==> src/rtl/mat_mul_seq.sv <==
// mat_mul_seq: issue/retire controller for a DIM x DIM matrix product; MAT_MUL_SEQ_TIMEOUT_EN adds a DRAIN watchdog.
`ifndef MATRIX_DIM
`define MATRIX_DIM 8
`endif
module mat_mul_seq #(
  parameter int DIM = `MATRIX_DIM,
  parameter int AW = 3,
  parameter int TIMEOUT = 16
) (
  input  logic          clk,
  input  logic          rst,
  input  logic          start,
  input  logic          stall,
  input  logic          we_back,
  output logic          rd_en,
  output logic [AW-1:0] row_addr,
  output logic [AW-1:0] col_addr,
  output logic          we_pipe,
  output logic          res_we,
  output logic [2*AW-1:0] res_addr,
  output logic          busy,
  output logic          done,
  output logic          err
);
  localparam int CW = 2*AW+1;
  typedef enum logic [1:0] {IDLE, ISSUE, DRAIN} state_t;
  state_t state, nxt;
  logic [CW-1:0] res_cnt;
  logic last_issue, col_wrap, full, accept, bad, fin, tmo;
  assign col_wrap = col_addr == AW'(DIM-1);
  assign last_issue = state == ISSUE && rd_en && col_wrap && row_addr == AW'(DIM-1);
  assign full = res_cnt == CW'(DIM*DIM);
  assign accept = we_back && state != IDLE && !full;
  assign bad = we_back && (state == IDLE || full);
  assign fin = accept && state == DRAIN && res_cnt == CW'(DIM*DIM-1);
`ifdef MAT_MUL_SEQ_TIMEOUT_EN
  localparam int WW = $clog2(TIMEOUT+1);
  logic [WW-1:0] wd;
  assign tmo = state == DRAIN && !we_back && wd == WW'(TIMEOUT-1);
  always_ff @(posedge clk) wd <= (rst || state != DRAIN || we_back) ? '0 : wd + WW'(1);
`else
  assign tmo = 1'b0;
`endif
  always_ff @(posedge clk) state <= rst ? IDLE : nxt;
  always_comb
    nxt = state == IDLE  ? (start ? ISSUE : IDLE) :
          state == ISSUE ? (last_issue ? DRAIN : ISSUE) :
          (fin || tmo)   ? IDLE : DRAIN;
  // rd_en marks the pair on row/col as issued this cycle; counters advance only after an issue
  always_ff @(posedge clk)
    if (rst) begin
      {rd_en, we_pipe, res_we, busy, done, err} <= '0;
      row_addr <= '0;
      col_addr <= '0;
      res_addr <= '0;
      res_cnt <= '0;
    end else begin
      we_pipe <= rd_en;
      res_we <= accept;
      done <= fin;
      busy <= nxt != IDLE;
      err <= bad || tmo || (err && !(state == IDLE && start));
      if (accept) begin
        res_addr <= res_cnt[2*AW-1:0];
        res_cnt <= res_cnt + CW'(1);
      end
      if (state == IDLE) begin
        rd_en <= start && !stall;
        if (start) begin
          row_addr <= '0;
          col_addr <= '0;
          res_cnt <= '0;
        end
      end else if (state == ISSUE) begin
        rd_en <= !stall && !last_issue;
        if (rd_en && !last_issue) begin
          col_addr <= col_wrap ? '0 : col_addr + AW'(1);
          if (col_wrap) row_addr <= row_addr + AW'(1);
        end
      end else rd_en <= 1'b0;
    end
endmodule

==> config.mk <==
export PLATFORM = sky130hd
export DESIGN_NAME = mat_mul_seq
export DESIGN_NICKNAME = d
export VERILOG_FILES = /design/src/rtl/mat_mul_seq.sv
export SDC_FILE = /design/constraint.sdc
export NUM_CORES = 1
export LEC_CHECK = 0
export ABC_AREA = 1
export ABC_CLOCK_PERIOD_IN_PS = 1450
export BUFFER_PORTS_ARGS = -buffer_cell sky130_fd_sc_hd__buf_2
export CAP_MARGIN = 0
export CORE_MARGIN = 10
export CORE_UTILIZATION = 54
export DETAILED_ROUTE_END_ITERATION = 6
export GPL_TIMING_DRIVEN = 0
export PLACE_DENSITY_LB_ADDON = 0.2
export SLEW_MARGIN = 20
export SYNTH_ARGS = -nofsm -noshare
export SYNTH_HDL_FRONTEND = slang
export SYNTH_SLANG_ARGS = --single-unit
==> constraint.sdc <==
create_clock -name clk -period 1.45 [get_ports clk]
set_input_delay 0.2175 -clock clk [delete_from_list [all_inputs] [get_ports clk]]
set_output_delay 0.2175 -clock clk [all_outputs]
set_load 0.02 [all_outputs]
==> results.cfg <==
[route]
drc = 0
first_pass_iters = 4
wl_per_cell_um = 12.1
initialDrtViolationCount = 68
routed_wl_um = 2770
vias_per_cell = 4.93
ant_nets = 0
vias = 1129

[pwr]
finalPower_mw = 1.55
combinationalPowerShare_pct = 25.3
power_density_nw_per_um2 = 1020
clkPwrFrac_pct = 20.8
p_sw_share_pct = 32.5
leakage_nw = 0.722
peakVddDrop_mv = 0.706
p_seq_share_pct = 53.9
p_sw_uw = 503
power.internal_mw = 1.05

[worst_setup_path]
cp-start-kind = flop
rrSetupSlack_ps = 30
reg2reg_from = col_addr[0]
r2r_cells = 6
r2r_end = row_addr[2]
slowest_stage = dfxtp_2
cp_max_fo = 7
required_ps = 1680
arrival_ps = 1650
cp_slowest_stage_delay_ps = 360
worstSetupEndpointType = flop
crit_chain = ha_1 -> ha_2 -> or2_1 -> buf_6 -> a21oi_1 -> nor2_1
path_class = reg -> reg

[final_layout]
nNetsFinal = 213
layout.cells.non_filler = 229
drive_above_1_share_pct = 30.8
n_antenna_cell = 0
utilization_pct = 68.1
num-fill-cells = 203
syn2layout_area_growth_pct = 19.1

[hold_path]
hold_start = stall
holdPathStages = 2
hold_end = rd_en
min_path_type = in -> reg

[floorplanning]
die_y_um = 68.6
core_um2 = 2230
die-area_um2 = 4710
rows = 17
die_x_um = 68.6
initial_core_util_pct = 57.1
io_pins = 23

[placement]
hpwlAfterDp_um = 2070
place_congestion = 0.841
port-buffer-count = 21
placedCellCount = 221

[clocking]
cts_buffers = 3
tritoncts = done
clockBufferDepth = 2
htreeDepth = 1
hold_buffers = 0
cts_sinks = 27
clk_latency_ps = 320
cts-root-buf = clkbuf_4
clk_pin_slew_ps = 140

[run_status]
status = finished clean

[sta]
worst_pin_slew_ps = 259
hold_viol_final = 0
fin_crit_sh_pct = 98.2
finalSetupViolCount = 0
period_minus_slack_ps = 1420
clock_skew_ps = 5.12
maxSlewHeadroom_pct = 82.7
clock.fmax_ghz = 0.702
tns_ps = 0
slew_viol_final = 0

[synthesis]
synth_warnings = 0
yosysMostFrequentCell = nand2_1
synth_nets = 183
synth_top_area_share_pct = 42.4
syn_avg_cell_area_um2 = 7.42
ys_seq_area_share_pct = 42.4
yosys.area.top_type = dfxtp_1
synthCells = 172
synth.distinct_cells = 23
async_flop_share_pct = 0
synth_area_um2 = 1280
synth_edf_count = 0
yosys-top-cells-area = dfxtp_1 (42%), nand2_1 (12%), nor2_1 (9.1%), ha_1 (5.9%), inv_1 (5.3%)
ys_ff_latch = 27
ys.flop_type = dfxtp_1
synthTopCellsByCount = nand2_1 (42), nor2_1 (31), dfxtp_1 (27)

[global_route]
grt_pass1_vias = 1046
antenna_found_initial = 0
grt_util_all_layers_pct = 12.1
grt_remaining_overflow = 0
grt_max_degree = 16
grt_pass1_wl_um = 4470

[flow_run]
cap_violations = 0
kinds of logic (layout without fill, tap and decap cells):
kind of cell	count (synthesis)	in the layout	synth area share, %
adder cells (fa/ha/maj)	6	6	5.88
AND/OR/NAND/NOR	93	94	32.5
AO/OA/AOI/OAI	20	20	8.63
buffers and inverters	25	53	9.90
flip-flops	27	27	42.4
XOR/XNOR	1	1	0.686
critical path, delay by kind of cell, from the launching register on:
family                   cells  cell delay (ps)
buffers and inverters        1              140
AO/OA/AOI/OAI                1              150
AND/OR/NAND/NOR              2              300
flip-flops                   1              360
adder cells (fa/ha/maj)      2              380
flip-flops by register name (all words and copies together) (netlist names), 2 cells and up:
register / count
row_addr: 3
col_addr: 3
res_addr: 6
state: 2
res_cnt: 7
power groups by stage:
stage	sequential, mW	combinational, mW	clock, mW
after global routing	0.845	0.435	0.365
after global placement	0.846	0.348	0
final	0.836	0.393	0.322
after floorplan	0.901	0.207	0
after CTS	0.834	0.363	0.338
after detailed placement	0.850	0.358	0
metrics by stage:
| step | cell area, um2 | worst slack (ps) | hold slack, ps |
|---|---|---|---|
| 6_report | 1520 | 25.6 | 40.2 |
| 5_1_grt | 1520 | -13.8 | 14.3 |
| 4_1_cts | 1450 | 23.8 | 21.9 |
| 3_5_place_dp | 1420 | 24.5 | 383 |
| 3_3_place_gp | 1420 | 62.7 | 375 |
| 2_1_floorplan | 1280 | 35.9 | 290 |
cells in the final DEF, fill, tap and decap left out:
cell and count:
dfxtp_4 1, ha_1 4, xor2_1 1, buf_2 23
nand4_1 1, a22oi_1 1, dfxtp_2 3, inv_4 1
ha_2 2, nand3b_1 1, nand2_4 2, o21ai_1 3
or2_2 1, inv_2 3, nor2_1 27, buf_6 4
nor2_2 5, a21oi_1 10, buf_4 3, or2_1 1
dfxtp_1 23, nand3_1 8, o21ai_0 4, clkinv_2 1
nor2_4 2, a21oi_2 2, clkbuf_4 3, nand2_2 4
nand2_1 40, nand3_4 2, inv_1 15
how the worst max path moves through the flow:
stage,startpoint,to,cells past startpoint
finish,col_addr[0],row_addr[2],6
global placement,res_cnt[0],res_cnt[2],10
CTS,row_addr[0],col_addr[0],8
detailed placement,row_addr[0],col_addr[0],8
global route,col_addr[0],row_addr[2],6
floorplan,col_addr[0],row_addr[0],6
metal layers:
metal	vias to the layer above	share of wire (%)	GRT usage, %	wire (um)
li1	594	-	-	-
met1	506	45	13.9	1250
met2	25	48	21.2	1330
met3	4	6.2	2.74	171
met4	0	0.94	4.52	26
met5	-	0	0	0
timing repair:
item                       4_1_cts  5_1_grt
gates resized for setup          2       22
cloned                           0        2
hold endpoints to repair         0        0
setup endpoints to repair        3       19
pin swaps                        0        4
setup buffers                    0        2
layout make-up:
class	count	area (um2)	area share (%)
clock buffer	3	22.5	1.48
buffer	6	55.1	3.62
inverter	19	73.8	4.86
clock inverter	1	5.00	0.329
timing repair buffer	24	128	8.40
sequential	27	548	36.0
tap	28	35.0	2.30
multi-input combinational	121	653	43.0
Power figures use the tool's default switching activity.
